File: src/rtl/cronos_pkg.sv
`default_nettype none
// ----------------------------------------------------------------------------
// cronos_pkg : shared state encoding and default timing for cronos_ctrl
// Revision   : 1.0
// ----------------------------------------------------------------------------
package cronos_pkg;

  typedef enum logic [1:0] {
    IDLE = 2'd0,
    RUN  = 2'd1,
    LAP  = 2'd2,
    STOP = 2'd3
  } ctrl_state_t;

  // 100 Hz count tick from a 100 MHz oscillator
  localparam int unsigned CRONOS_CLK_DIV    = 1_000_000;
  localparam int unsigned CRONOS_DEB_CYCLES = 16;

endpackage
`default_nettype wire

File: src/rtl/cronos_debounce.sv
`default_nettype none
// ----------------------------------------------------------------------------
// cronos_debounce : 2-FF synchronizer, stable-sample filter and press pulse
// Revision        : 1.0
// ----------------------------------------------------------------------------
module cronos_debounce
  import cronos_pkg::*;
#(
  parameter int unsigned DEB_CYCLES = CRONOS_DEB_CYCLES
) (
  input  logic osc_clk,
  input  logic reset,
  input  logic btn_raw,
  output logic press
);

  localparam int unsigned CW = $clog2(DEB_CYCLES + 1);
  localparam logic [CW-1:0] CNT_LAST = CW'(DEB_CYCLES - 1);

  logic          sync1_q;
  logic          sync2_q;
  logic          level_q;
  logic          level_prev_q;
  logic [CW-1:0] cnt_q;

  always_ff @(posedge osc_clk) begin
    if (reset) begin
      sync1_q      <= 1'b0;
      sync2_q      <= 1'b0;
      level_q      <= 1'b0;
      level_prev_q <= 1'b0;
      cnt_q        <= '0;
    end else begin
      sync1_q      <= btn_raw;
      sync2_q      <= sync1_q;
      level_prev_q <= level_q;
      // a sample agreeing with the current level breaks the run
      if (sync2_q == level_q) begin
        cnt_q <= '0;
      end else if (cnt_q == CNT_LAST) begin
        level_q <= sync2_q;
        cnt_q   <= '0;
      end else begin
        cnt_q <= cnt_q + 1'b1;
      end
    end
  end

  assign press = level_q & ~level_prev_q;

endmodule
`default_nettype wire

File: src/rtl/cronos_ctrl.sv
`default_nettype none
// ----------------------------------------------------------------------------
// cronos_ctrl : stopwatch run-control FSM, count prescaler and button cleanup
// Revision    : 1.0
// ----------------------------------------------------------------------------
module cronos_ctrl
  import cronos_pkg::*;
#(
  parameter int unsigned CLK_DIV    = CRONOS_CLK_DIV,
  parameter int unsigned DEB_CYCLES = CRONOS_DEB_CYCLES
) (
  input  logic       osc_clk,
  input  logic       reset,
  input  logic       btn_ss,
  input  logic       btn_lc,
  output logic       cnt_tick,
  output logic       cnt_clr,
  output logic       disp_hold,
  output logic       running,
  output logic [1:0] state_o
);

  localparam int unsigned PW = $clog2(CLK_DIV);
  localparam logic [PW-1:0] PRESC_LAST = PW'(CLK_DIV - 1);

  logic ss_press;
  logic lc_press;

  cronos_debounce #(.DEB_CYCLES(DEB_CYCLES)) u_deb_ss (
    .osc_clk (osc_clk),
    .reset   (reset),
    .btn_raw (btn_ss),
    .press   (ss_press)
  );

  cronos_debounce #(.DEB_CYCLES(DEB_CYCLES)) u_deb_lc (
    .osc_clk (osc_clk),
    .reset   (reset),
    .btn_raw (btn_lc),
    .press   (lc_press)
  );

  ctrl_state_t   state_q, state_d;
  logic          clr_q, clr_d;
  logic [PW-1:0] presc_q, presc_d;

  always_ff @(posedge osc_clk) begin
    if (reset) begin
      state_q <= IDLE;
      clr_q   <= 1'b0;
      presc_q <= '0;
    end else begin
      state_q <= state_d;
      clr_q   <= clr_d;
      presc_q <= presc_d;
    end
  end

  // start/stop has priority: a coincident lap/clear press is dropped
  always_comb begin
    state_d = state_q;
    clr_d   = 1'b0;
    case (state_q)
      IDLE: begin
        if (ss_press)      state_d = RUN;
        else if (lc_press) clr_d   = 1'b1;
      end
      RUN: begin
        if (ss_press)      state_d = STOP;
        else if (lc_press) state_d = LAP;
      end
      LAP: begin
        if (ss_press)      state_d = STOP;
        else if (lc_press) state_d = RUN;
      end
      STOP: begin
        if (ss_press) begin
          state_d = RUN;
        end else if (lc_press) begin
          state_d = IDLE;
          clr_d   = 1'b1;
        end
      end
      default: state_d = IDLE;
    endcase
  end

  assign running   = (state_q == RUN) || (state_q == LAP);
  assign disp_hold = (state_q == LAP);
  assign state_o   = state_q;
  assign cnt_clr   = clr_q;
  assign cnt_tick  = running && (presc_q == PRESC_LAST);

  // STOP freezes the fraction so a resume continues mid-period
  always_comb begin
    presc_d = presc_q;
    if (state_d == IDLE) begin
      presc_d = '0;
    end else if (running) begin
      presc_d = (presc_q == PRESC_LAST) ? '0 : presc_q + 1'b1;
    end
  end

endmodule
`default_nettype wire

File: config.mk
export PLATFORM = sky130hd
export DESIGN_NAME = cronos_ctrl
export DESIGN_NICKNAME = d
export VERILOG_FILES = /design/src/rtl/cronos_pkg.sv /design/src/rtl/cronos_debounce.sv /design/src/rtl/cronos_ctrl.sv
export SDC_FILE = /design/constraint.sdc
export NUM_CORES = 1
export LEC_CHECK = 0
export CAP_MARGIN = 10
export CORE_UTILIZATION = 30
export DETAILED_ROUTE_END_ITERATION = 6
export PLACE_DENSITY_LB_ADDON = 0.08
export SYNTH_ARGS = -nofsm -noshare
export SYNTH_HDL_FRONTEND = slang
export SYNTH_SLANG_ARGS = --single-unit
File: constraint.sdc
create_clock -name osc_clk -period 2.4 [get_ports osc_clk]
set_input_delay 0.36 -clock osc_clk [delete_from_list [all_inputs] [get_ports osc_clk]]
set_output_delay 0.36 -clock osc_clk [all_outputs]
set_load 0.03 [all_outputs]
-- Word-level counts from Yosys, hierarchy flattened
Index checks and enable logic that the tools add are counted.
- register bits after elaboration: 41
- latch bits: 0
- RAM bits: 0
- memory bits (read-only): 0
- input port bits: 4
- memories kept: 0
- add/sub/neg operators: 3
- multiply operators: 0
- div/mod/pow operators: 0
- order comparisons: 0
- equality and inequality tests: 8
- shift-type cells: 0
- multiplexer cells: 10
- bitwise gates (word level): 7
- reduce and logical (&&, ||, !) cells: 11
- operators by type and width (cell ; number):
    adder 20 x 1 -> 20 bit (second input constant) ; 1
    equality test 20 bit (second input constant) ; 1
    2-to-1 mux 20 bit ; 1
    2-to-1 mux 2 bit ; 7
    adder 5 x 1 -> 5 bit (second input constant) ; 2
    equality test 5 x 4 -> 1 bit (second input constant) ; 2
    OR reduction 3 bit ; 3
    case mux 2 bit (4 select lines) ; 1
    NOT 1 bit ; 5
    equality test 2 bit (second input constant) ; 2
    logical NOT 2 bit ; 2
    AND reduction 2 bit ; 2
    OR reduction 2 bit ; 2
    AND 1 bit ; 2
    equality test 1 bit ; 2
    equality test 2 x 1 -> 1 bit (second input constant) ; 1
    logical AND 1 bit ; 1
    logical OR 1 bit ; 1
    2-to-1 mux 1 bit ; 1

-- Depth between registers and ports, before layout
- depth after elaboration: 7
- gate-level depth with buffers: 8
- gate-level depth less buffers: 7

-- By module
From an unflattened synthesis, not the netlist that was laid out.
- cell total of the unflattened synthesis: 201
- area total of the unflattened synthesis: 1890.6 µm²
- modules (own cells, without submodules) (module ; times used ; cells each ; area an instance (µm²)):
    cronos_ctrl ; 1 ; 141 ; 1252.5
    cronos_debounce ; 2 ; 30 ; 319.1

-- Least setup slack after synthesis
OpenSTA, ideal clock, no wires.
- kind: register to register
- from: register state_q[0], in the netlist state_o[0]
- to: register presc_q[18]
- library setup time: 0.114 ns
- arrival time: 2.158 ns
- data required time: 2.286 ns
- slack: 0.128 ns
- cell stages (with the launch flop): 9
- period minus slack after synthesis: 2.272 ns
- cell sequence: dfxtp_1 > inv_1 > ha_1 > buf_4 > nand3_1 > nor3_1 > nand4_1 > xor2_1 > nor2_1
- elaborated cells on any way between the ends: 15
- RTL lines (element ; line ; source):
    start: declaration ; cronos_ctrl.sv:43 ; ctrl_state_t state_q, state_d;
    start signal: assignment ; cronos_ctrl.sv:53 ; state_q <= state_d;
    equality test 2 x 1 -> 1 bit or equality test 2 bit (tied branches) ; cronos_ctrl.sv:88 ; assign running = (state_q == RUN) || (state_q == LAP);
    logical OR 1 bit * ; cronos_ctrl.sv:88 ;
    net running ; cronos_ctrl.sv:19 ; output logic running,
    end signal: assignment ; cronos_ctrl.sv:55 ; presc_q <= presc_d;
    end: declaration ; cronos_ctrl.sv:45 ; logic [PW-1:0] presc_q, presc_d;
Mark *: on every way through the listed nets, which the timed path passes. The rest lies on a longest branch.
A chain may end at the register's enable or synchronous reset.

-- Worst setup path after layout
- from: register presc_q[8]
- to: output cnt_tick
- cells in the longest elaborated chain, start to end: 2
- ends and longest elaborated chain (element ; line ; source):
    equality test 20 bit ; cronos_ctrl.sv:92 ; assign cnt_tick = running && (presc_q == PRESC_LAST);
    logical AND 1 bit ; cronos_ctrl.sv:92 ;
    end: declaration ; cronos_ctrl.sv:16 ; output logic cnt_tick,
No other way between the ends.

==> results.sh <==
export IMPL_cp_slowest_cell="or4b_1"
export IMPL_drc=0
export IMPL_ys_seq_area_share_pct=46.4
export IMPL_r2r_end="presc_q[17]"
export IMPL_boundaryPins=10
export IMPL_critPathKind="reg2out"
export IMPL_routedWlPerCell_um=12.3
export IMPL_cts_root_buf="clkbuf_8"
export IMPL_synth_top_area_cell="dfxtp_1"
export IMPL_tightest_slew_ns=0.569
export IMPL_fin_skew_ns=0.00449
export IMPL_grt_max_degree=15
export IMPL_slew_headroom_pct=61.8
export IMPL_clock_latency_ns=0.29
export IMPL_grt_total_usage_pct=12.2
export IMPL_coreArea_um2=5610
export IMPL_fin_crit_sh_pct=94.3
export IMPL_synth_fp_nets=200
export IMPL_ant_nets=0
export IMPL_r2r_start="state_o[0]"
export IMPL_setup_tns_ns=0
export IMPL_syn_area_um2=1770
export IMPL_cts_hold_buf=0
export IMPL_cts_tree="built"
export IMPL_drt_iter0_drc=47
export IMPL_cp_cell_sequence="or4b_1 > nor3_2 > nand4_2 > nor2_1 > buf_4"
export IMPL_crit_start="presc_q[8]"
export IMPL_synth_area_leaders="dfxtp_1, nor2_1, xor2_1"
export IMPL_die_height_um=78.8
export IMPL_dp_hpwl_mm=2.50
export IMPL_cts_setup_buffers=0
export IMPL_synth_edf_count=0
export IMPL_clockBufferDepth=2
export IMPL_place_congestion=0.746
export IMPL_fin_util_pct=37.4
export IMPL_die_area_um2=6210
export IMPL_p_clk_share_pct=48.9
export IMPL_yosysMostFrequentCell="dfxtp_1"
export IMPL_clk_pin_slew_ns=0.09
export IMPL_critPathMaxFanout=7
export IMPL_final_hold_viol_count=0
export IMPL_drive_gt1_share_pct=12.7
export IMPL_placementRows=27
export IMPL_area_growth_pct=18.5
export IMPL_power_density_nw_per_um2=655
export IMPL_period_needed_ns=2.26
export IMPL_dr_total_vias=1299
export IMPL_arrival_ns=1.90
export IMPL_port_buffers=9
export IMPL_status="completed"
export IMPL_slew_viol_final=0
export IMPL_rsz0062_at_grt="false"
export IMPL_synth_distinct_cells=32
export IMPL_max_freq_ghz=0.442
export IMPL_synthTopCellsByCount="dfxtp_1, nor2_1, xor2_1, nand2_1, nand3_1"
export IMPL_final_nets=217
export IMPL_synth_ff_type="dfxtp_1"
export IMPL_swShare_pct=19.1
export IMPL_p_sw_mw=0.262
export IMPL_power_frac_seq_pct=49.9
export IMPL_vias_per_cell=4.69
export IMPL_overflow=0
export IMPL_ir_drop_mv=0.374
export IMPL_start_util_pct=31.5
export IMPL_async_flop_share_pct=0
export IMPL_r2r_slack_ns=0.25
export IMPL_antenna_found_initial=0
export IMPL_h_tree_depth=2
export IMPL_worstSetupStartpointType="register"
export IMPL_ys_ff_latch=41
export IMPL_yosys_warnings=0
export IMPL_multi_input_area_um2=902
export IMPL_worstRegToRegCells=7
export IMPL_leakagePower_nw=0.734
export IMPL_synthCells=187
export IMPL_cts_sinks=41
export IMPL_p_int_mw=1.11
export IMPL_power_frac_comb_pct=1.2
export IMPL_endpoint_kind="output port"
export IMPL_max_stage_delay_ns=0.57
export IMPL_wl_mm=3.40
export IMPL_synth_avg_cell_area_um2=9.46
export IMPL_regArea_um2=821
export IMPL_setup_violations=0
export IMPL_grt_pass1_vias=1291
export IMPL_grt_pass1_wl_mm=5.81
export IMPL_synth_top_area_share_pct=46.4
export IMPL_dieWidth_um=78.8
export IMPL_cp_required_ns=2.04
export IMPL_fillers=596
export IMPL_crit_end="cnt_tick"
export IMPL_dr_pass1_iters=4
export IMPL_holdCritPathClass="reg2reg"
export IMPL_maxCapViolCount=0
export IMPL_diodes=0
export IMPL_post_cts_resized=0
export IMPL_numCtsBuffers=5
routing by layer:
metal  global-route usage, %  vias to the layer above  wire, µm
li1                        -                      655         -
met1                    15.6                      623      1710
met2                    19.4                       17      1530
met3                    3.10                        4       123
met4                    5.19                        0        32
met5                       0                        -         0
how the worst min path moves through the flow:
stage	to	startpoint	slack, ns	cells past startpoint
after global routing	u_deb_ss.cnt_q[0]	u_deb_ss.cnt_q[0]	0.48	1
after detailed placement	u_deb_lc.cnt_q[0]	u_deb_lc.cnt_q[0]	0.44	1
after floorplan	u_deb_lc.sync2_q	u_deb_lc.sync1_q	0.41	1
final	u_deb_lc.cnt_q[0]	u_deb_lc.cnt_q[0]	0.46	1
after global placement	u_deb_ss.cnt_q[0]	u_deb_ss.cnt_q[0]	0.43	1
after CTS	u_deb_lc.cnt_q[0]	u_deb_lc.cnt_q[0]	0.46	1
power by group through the flow:
stage               Sequential [mW]  Clock, mW  Combinational, mW
CTS                           0.686      0.696             0.0165
floorplan                     0.701          0            0.00808
detailed placement            0.702          0             0.0161
global route                  0.687      0.728             0.0184
global placement              0.702          0             0.0161
finish                        0.686      0.671             0.0164
cells in the final DEF (no fill, tap or decap), drive strengths merged:
cell type	n
a21oi	3
or4b	1
nand2	13
xnor2	8
nand3	10
or2b	1
or3	2
a41o	1
bufinv	2
ha	9
nand2b	1
nor2	39
nand3b	3
and4	2
clkdlybuf4s50	7
o22ai	1
and3	3
inv	8
mux2i	3
and4bb	1
a21boi	1
a2111oi	1
nor2b	6
dlymetal6s2s	1
xor2	16
nand4	5
buf	5
clkbuf	5
dfxtp	41
nor3b	1
nor3	5
stage by stage:
stage | std cells | worst slack [ns] | hold WS [ns] | power [mW] | instance area (µm²)
finish | 277 | 0.136 | 0.456 | 1.37 | 2100
CTS | 277 | 0.00583 | 0.459 | 1.40 | 2090
global route | 277 | 0.0345 | 0.480 | 1.43 | 2100
detailed placement | 269 | 0.253 | 0.437 | 0.718 | 1950
floorplan | 187 | 0.128 | 0.414 | 0.709 | 1770
global placement | 269 | 0.265 | 0.426 | 0.718 | 1950
area by class of cell:
| type | instances | area share [%] |
|---|---|---|
| clock inverters | 3 | 3.28 |
| flip-flops and latches | 41 | 39.1 |
| clock buffers | 5 | 3.28 |
| multi-input cells | 136 | 43.0 |
| well taps | 72 | 4.30 |
| repair buffers | 13 | 5.73 |
| inverters | 7 | 1.25 |
logic make-up after synthesis:
kind of cell / after synthesis / synth area share (%)
buf+inv: 10 / 2.76
flops: 41 / 46.4
mux: 3 / 1.70
simple gates: 93 / 27.2
compound gates: 7 / 3.75
fa+ha+maj: 9 / 6.37
xor+xnor: 24 / 11.9
flip-flops by register name, summed over array words and instances, names as in the netlist:
signal / cells
u_deb_lc.cnt_q: 5
cnt_clr: 1
u_deb_ss.sync1_q: 1
state_o: 2
u_deb_ss.cnt_q: 5
presc_q: 20
u_deb_lc.level_q: 1
u_deb_lc.sync2_q: 1
u_deb_lc.sync1_q: 1
u_deb_ss.level_prev_q: 1
u_deb_ss.sync2_q: 1
u_deb_lc.level_prev_q: 1
u_deb_ss.level_q: 1
critical path: cells and delay by family (launching register included):
family / cells / cell delay (ns)
simple gates: 4 / 1.06
flops: 1 / 0.38
buf+inv: 1 / 0.17
No activity file was read; power rests on OpenSTA's default activity.
